===== src/rtl/uart_rx_if.sv =====
`default_nettype none
// +----------------------------------------------------------------------------+
// | Module : uart_rx_if                                                        |
// | Brief  : Serial-in / byte-stream-out port bundle of the UART receiver.     |
// | Rev    : 1.0  initial release                                              |
// +----------------------------------------------------------------------------+
interface uart_rx_if;
  logic       rx;
  logic [7:0] data;
  logic       valid;
  logic       ready;
  logic       frame_err;
  logic       overrun;

  // Driver of the line and consumer of the bytes.
  modport master (
    output rx,
    output ready,
    input  data,
    input  valid,
    input  frame_err,
    input  overrun
  );

  // The receiver itself.
  modport slave (
    input  rx,
    input  ready,
    output data,
    output valid,
    output frame_err,
    output overrun
  );
endinterface
`default_nettype wire


===== src/rtl/uart_rx.sv =====
`default_nettype none
// +----------------------------------------------------------------------------+
// | Module : uart_rx                                                           |
// | Brief  : 8N1 UART receiver with show-ahead receive FIFO and error pulses.  |
// | Rev    : 1.0  initial release                                              |
// +----------------------------------------------------------------------------+
module uart_rx #(
  parameter int CLKS_PER_BIT = 5208,
  parameter int FIFO_DEPTH   = 4
) (
  input  wire logic clk,
  input  wire logic rst,
  uart_rx_if.slave  bus
);

  localparam int c_cnt_w = $clog2(CLKS_PER_BIT) + 1;
  localparam int c_ptr_w = $clog2(FIFO_DEPTH);

  localparam logic [c_cnt_w-1:0] c_half_m1 = c_cnt_w'(CLKS_PER_BIT / 2 - 1);
  localparam logic [c_cnt_w-1:0] c_full_m1 = c_cnt_w'(CLKS_PER_BIT - 1);
  localparam logic [c_ptr_w:0]   c_depth   = (c_ptr_w + 1)'(FIFO_DEPTH);

  typedef enum logic [2:0] {
    IDLE      = 3'd0,
    START     = 3'd1,
    DATA      = 3'd2,
    STOP      = 3'd3,
    WAIT_IDLE = 3'd4
  } state_t;

  // Synchronizer
  logic r_rx_meta;
  logic r_rx_s;

  // Receive FSM
  state_t             r_state;
  logic [c_cnt_w-1:0] r_cnt;
  logic [2:0]         r_bit_idx;
  logic [7:0]         r_shift;
  logic               r_frame_err;

  // Receive FIFO
  logic [7:0]         r_mem [FIFO_DEPTH];
  logic [c_ptr_w-1:0] r_wr_ptr;
  logic [c_ptr_w-1:0] r_rd_ptr;
  logic [c_ptr_w:0]   r_count;
  logic               r_overrun;

  logic w_stop_sample;
  logic w_push;
  logic w_pop;
  logic w_full;
  logic w_valid;
  logic w_wr_en;

  always_ff @(posedge clk) begin
    if (rst) begin
      r_rx_meta <= 1'b1;
      r_rx_s    <= 1'b1;
    end else begin
      r_rx_meta <= bus.rx;
      r_rx_s    <= r_rx_meta;
    end
  end

  assign w_stop_sample = (r_state == STOP) && (r_cnt == c_full_m1);
  // A good stop bit pushes the assembled byte in the very cycle it is sampled.
  assign w_push        = w_stop_sample && r_rx_s;
  assign w_valid       = (r_count != '0);
  assign w_pop         = w_valid && bus.ready;
  assign w_full        = (r_count == c_depth);
  assign w_wr_en       = w_push && (!w_full || w_pop);

  always_ff @(posedge clk) begin
    if (rst) begin
      r_state     <= IDLE;
      r_cnt       <= '0;
      r_bit_idx   <= '0;
      r_shift     <= '0;
      r_frame_err <= 1'b0;
    end else begin
      r_frame_err <= 1'b0;
      case (r_state)
        IDLE: begin
          if (!r_rx_s) begin
            r_state <= START;
            r_cnt   <= '0;
          end
        end

        START: begin
          // Mid-start-bit check: a line already back high was only a glitch.
          if (r_cnt == c_half_m1) begin
            r_cnt     <= '0;
            r_bit_idx <= '0;
            r_state   <= r_rx_s ? IDLE : DATA;
          end else begin
            r_cnt <= r_cnt + c_cnt_w'(1);
          end
        end

        DATA: begin
          if (r_cnt == c_full_m1) begin
            r_cnt     <= '0;
            r_shift   <= {r_rx_s, r_shift[7:1]};
            r_bit_idx <= r_bit_idx + 3'd1;
            if (r_bit_idx == 3'd7) begin
              r_state <= STOP;
            end
          end else begin
            r_cnt <= r_cnt + c_cnt_w'(1);
          end
        end

        STOP: begin
          if (w_stop_sample) begin
            r_cnt <= '0;
            if (r_rx_s) begin
              r_state <= IDLE;
            end else begin
              r_frame_err <= 1'b1;
              r_state     <= WAIT_IDLE;
            end
          end else begin
            r_cnt <= r_cnt + c_cnt_w'(1);
          end
        end

        WAIT_IDLE: begin
          // A held-low line (break) parks here so it reports only once.
          if (r_rx_s) begin
            r_state <= IDLE;
          end
        end

        default: begin
          r_state <= IDLE;
        end
      endcase
    end
  end

  always_ff @(posedge clk) begin
    if (rst) begin
      r_wr_ptr  <= '0;
      r_rd_ptr  <= '0;
      r_count   <= '0;
      r_overrun <= 1'b0;
      for (int i = 0; i < FIFO_DEPTH; i++) begin
        r_mem[i] <= '0;
      end
    end else begin
      r_overrun <= w_push && w_full && !w_pop;
      if (w_wr_en) begin
        r_mem[r_wr_ptr] <= r_shift;
        r_wr_ptr        <= r_wr_ptr + c_ptr_w'(1);
      end
      if (w_pop) begin
        r_rd_ptr <= r_rd_ptr + c_ptr_w'(1);
      end
      case ({w_wr_en, w_pop})
        2'b10:   r_count <= r_count + (c_ptr_w + 1)'(1);
        2'b01:   r_count <= r_count - (c_ptr_w + 1)'(1);
        default: r_count <= r_count;
      endcase
    end
  end

  assign bus.data      = r_mem[r_rd_ptr];
  assign bus.valid     = w_valid;
  assign bus.frame_err = r_frame_err;
  assign bus.overrun   = r_overrun;

endmodule
`default_nettype wire


===== src/flat_wrapper.sv =====
// flat-port wrapper written by rule: the top's interface ports become plain ports
module uart_rx_flat 
#(
  parameter int CLKS_PER_BIT = 5208,
  parameter int FIFO_DEPTH   = 4
)
  (clk, rst, bus_rx, bus_ready, bus_data, bus_valid, bus_frame_err, bus_overrun);
  uart_rx_if bus_i ();
  input  wire logic clk;
  input  wire logic rst;
  input wire logic [$bits(bus_i.rx)-1:0] bus_rx;
  input wire logic [$bits(bus_i.ready)-1:0] bus_ready;
  output wire logic [$bits(bus_i.data)-1:0] bus_data;
  output wire logic [$bits(bus_i.valid)-1:0] bus_valid;
  output wire logic [$bits(bus_i.frame_err)-1:0] bus_frame_err;
  output wire logic [$bits(bus_i.overrun)-1:0] bus_overrun;
  assign bus_i.rx = bus_rx;
  assign bus_i.ready = bus_ready;
  assign bus_data = bus_i.data;
  assign bus_valid = bus_i.valid;
  assign bus_frame_err = bus_i.frame_err;
  assign bus_overrun = bus_i.overrun;
  uart_rx #(.CLKS_PER_BIT(CLKS_PER_BIT), .FIFO_DEPTH(FIFO_DEPTH)) u_core (.clk(clk), .rst(rst), .bus(bus_i));
endmodule

===== config.mk =====
export PLATFORM = sky130hd
export DESIGN_NAME = uart_rx_flat
export DESIGN_NICKNAME = d
export VERILOG_FILES = /design/src/rtl/uart_rx_if.sv /design/src/rtl/uart_rx.sv /design/src/flat_wrapper.sv
export SDC_FILE = /design/constraint.sdc
export NUM_CORES = 1
export LEC_CHECK = 0
export CELL_PAD_IN_SITES_DETAIL_PLACEMENT = 1
export CELL_PAD_IN_SITES_GLOBAL_PLACEMENT = 2
export CORE_AREA = 3 3 98 100
export CTS_CLUSTER_SIZE = 14
export DETAILED_ROUTE_END_ITERATION = 12
export DIE_AREA = 0 0 101 103
export HOLD_SLACK_MARGIN = 0.08
export PLACE_DENSITY_LB_ADDON = 0.15
export SYNTH_ARGS = -nofsm -noshare
export SYNTH_HDL_FRONTEND = slang
export SYNTH_SLANG_ARGS = --single-unit
export TNS_END_PERCENT = 100

===== constraint.sdc =====
create_clock -name clk -period 3.6 [get_ports clk]
set_input_delay 0.72 -clock clk [delete_from_list [all_inputs] [get_ports clk]]
set_output_delay 0.72 -clock clk [all_outputs]
set_load 0.02 [all_outputs]

==> impl_metrics.csv <==
group,metric,value,unit
global_routing,grt_max_degree,51,
placed_design,placedInstanceArea,3720,µm²
worst_setup_path,timing.critical_path.to_type,"register",
worst_hold_path,min-delay-path-class,"reg2reg",
cts,cts.sink_count,73,
final_layout,finalInstanceArea,3890,µm²
floorplanning,start_util,39.9,%
synth,synth_flop_cell,"dfxtp_1",
flow_run,maxCapViolations,0,
cts,cts_hold_buffers,0,
sta,setup_violations,0,
worst_setup_path,critical_path.slowest_cell,"or4_1",
drt,routedWlPerCell,18.1,µm
sta,min_period,3.05,ns
placed_design,gp_congestion,0.775,
sta,count_of_endpoints_failing_hold_in_the_final_timing_report,0,
placed_design,dp_hpwl,5790,µm
drt,vias_per_cell,5.58,
worst_setup_path,crit_arrival,3.30,ns
worst_setup_path,cpLargestDelayFamily,"simple AND/OR/NAND/NOR gates",
cts,clock_tree.htree_level_count,3,
worst_setup_path,path_buf_inv,1,
global_routing,grt_use_total,17.2,%
floorplanning,die_area,10400,µm²
cts,cts_setup_buffers,0,
drt,drcViolationCount,0,
sta,worst_clock_skew,0.00739,ns
worst_setup_path,worstPathCellList,"ha_1 -> nor4b_4 -> and4_1 -> a21oi_1 -> inv_1 -> fa_1 -> or4_1 -> a211o_1 -> o41ai_1",
sta,final.setup.tns,0,ns
cts,ctsLongestPathBuffers,2,
worst_hold_path,timing.hold.worst_path_depth,1,
final_layout,layout.area.seq,1780,µm²
global_routing,grt_antenna_before_repair,0,
sta,report.final.slew_viol_count,0,
sta,finalCritPeriodShare,84.7,%
cts,cts_buffers,9,
floorplanning,die-height,103,µm
drt,antenna_left,0,
power_and_ir_drop,cellLeakagePower,1.31,nW
run_status,outcome,"finished, final reports clean",
final_layout,proportion_of_layout_cells_with_a_drive_suffix_above_1,13.0,%
synth,synthesis.yosys.warnings,0,
worst_setup_path,worstSetupPathDepth,9,
power_and_ir_drop,power.density,471,nW/µm²
synth,synth_top_area_cell,"edfxtp_1",
synth,ys_seq_area_share,50.9,%
worst_setup_path,required_time_of_the_critical_path,3.85,ns
worst_setup_path,critical_path_class,"reg2reg",
power_and_ir_drop,vdd_ir_drop_max,0.172,mV
sta,tightest_slew,0.614,ns
cts,clk_pin_slew_worst_paths,0.08,ns
worst_setup_path,worst-path-max-fanout,9,
final_layout,num-fill-cells,983,
sta,fmax,328,MHz
cts,resized_after_cts,0,
drt,first_pass_iters,5,
synth,syn-num-nets,340,
global_routing,grt.overflow.total,0,
final_layout,final_nets,350,
synth,cell_variety_after_synth,58,
synth,synth-seq-cells,73,
cts,clk_tree_root_cell,"clkbuf_8",
floorplanning,core_region_area,8760,µm²
worst_setup_path,cp-start-kind,"register",
synth,synth_top_area_share,27.5,%
synth,synth_edf_count,32,
synth,post_synth_main_area_contributors,"edfxtp_1 27%, dfxtp_1 23%, and2_1 6.3%, mux4_2 5.2%, nand2_1 3.6%",
power_and_ir_drop,report.power.total,1.83,mW
sta,rsz0062_at_grt,"no",
final_layout,finish.utilization,44.4,%
worst_setup_path,r2r_cells,9,
floorplanning,boundary_pins,15,
worst_setup_path,slowest_delay,0.53,ns
drt,route.vias.total,2537,
final_layout,area_growth_syn_to_layout,11.2,%
floorplanning,num_rows,34,
cts,insertion_delay_of_the_later_clocked_pin_in_the_worst_skew_pair,0.35,ns
global_routing,grt_pass1_wl,13600,µm
floorplanning,fp.dieW,101,µm
global_routing,via_count_of_the_first_global_routing_pass,2533,
final_layout,multi_input_comb_area,1620,µm²
sta,max-slew-margin-rel,58.8,%
cts,cts_tree,"yes",
synth,ys_async_sr_fraction,0,%
placed_design,io_buffers,14,
synth,postSynthAreaPerCell,10.5,µm²
drt,drt_wl_total,8210,µm
synth,post_synth_inst_count,332,
synth,mappedNetlistArea,3500,µm²
final_layout,antennaDiodeCount,0,
drt,dr.first_iter.drc_count,141,
final cells by class:
cell class / count / area share [%]
repair buffers: 18 / 4.25
well taps: 108 / 3.47
multi-input cells: 235 / 41.6
inverters: 5 / 0.482
clock inverters: 7 / 1.19
flip-flops and latches: 73 / 45.8
clock buffers: 9 / 3.18
worst reg2reg max path, delay by kind of cell (launching register included):
kind | cells | cell delay, ns
AND/OR/NAND/NOR | 3 | 1.22
adder cells (fa/ha/maj) | 2 | 0.80
AO/OA/AOI/OAI | 3 | 0.47
flip-flops | 1 | 0.39
buffers and inverters | 1 | 0.08
Yosys cell counts, types with 2 or more instances:
library cell	number
and3_1	2
clkbuf_1	13
and3b_1	5
a21oi_1	18
a31oi_1	4
mux4_2	8
xor2_1	2
nand4_2	2
xnor2_1	2
buf_1	2
nand2b_1	8
a22o_1	2
buf_2	2
a22oi_1	4
or4_1	2
nor2b_1	5
dfxtp_1	41
o21ai_0	8
ha_1	3
nor4b_1	4
a32oi_1	2
nor3b_1	4
and2_1	35
nor2_1	21
nand2_1	34
or2_2	4
and4_1	4
inv_1	5
and4bb_2	2
a41oi_1	2
mux2_2	2
or3_1	3
nand3_1	11
nand4_1	5
edfxtp_1	32
nor3_1	5
o31ai_1	3
layer usage:
metal / track usage, % / wire, µm / vias up
met5: 0 / 0 / -
met1: 26.0 / 4320 / 1262
met4: 5.93 / 93 / 0
met3: 3.65 / 309 / 7
met2: 24.3 / 3490 / 33
li1: - / - / 1235
through the flow:
stage	hold WS [ns]	setup slack [ns]	std cells
2_1_floorplan	0.389	0.936	332
3_3_place_gp	0.393	0.609	439
3_5_place_dp	0.398	0.533	439
4_1_cts	0.417	0.522	455
5_1_grt	0.431	0.194	455
6_report	0.415	0.549	455
cells in the final DEF (no fill, tap or decap), types with 3 or more instances in the layout:
cell / instances
o21ai_0: 8
nand2b_1: 8
nor4b_1: 4
or2_2: 4
a22oi_1: 4
nor3b_1: 4
mux4_2: 8
ha_1: 3
nor2b_1: 5
buf_4: 4
a31oi_1: 4
dfxtp_1: 41
clkdlybuf4s50_1: 13
or3_1: 3
and2_1: 35
nand3_1: 11
nand4_1: 5
o31ai_1: 3
and3b_1: 5
nor3_1: 5
clkinv_2: 4
inv_1: 5
nor2_1: 21
a21oi_1: 18
clkbuf_8: 9
nand2_1: 34
edfxtp_1: 32
and4_1: 4
logic make-up after synthesis:
logic type	after synthesis	synth area share (%)
multiplexers	11	6.08
AO/OA/AOI/OAI	51	9.37
XOR/XNOR	4	1.00
AND/OR/NAND/NOR	165	28.2
buffers and inverters	24	2.79
flip-flops	73	50.9
adder cells (fa/ha/maj)	4	1.65
flip-flops by register name, indices dropped and copies added (netlist names), 2 cells and up, named ones only:
name,flops
u_core.r_wr_ptr,2
u_core.r_mem,32
u_core.r_rd_ptr,2
u_core.r_count,3
u_core.r_bit_idx,3
u_core.r_state,3
u_core.r_cnt,14
u_core.r_shift,8
final timing paths:
path                    startpoint                end  slack (ns)
setup / recovery   u_core.r_cnt[0]  u_core.r_count[1]        0.55
hold / removal    u_core.r_rx_meta      u_core.r_rx_s        0.42
setup reg to reg   u_core.r_cnt[0]  u_core.r_count[1]        0.55
hold reg to reg   u_core.r_rx_meta      u_core.r_rx_s        0.42
report_power, final:
part	total (mW)	internal [mW]	leakage (nW)	switching (mW)
Clock	0.577	0.250	0.0931	0.327
Sequential	0.949	0.903	0.639	0.0460
Combinational	0.308	0.164	0.574	0.144
(Power assumes the default switching activity.)
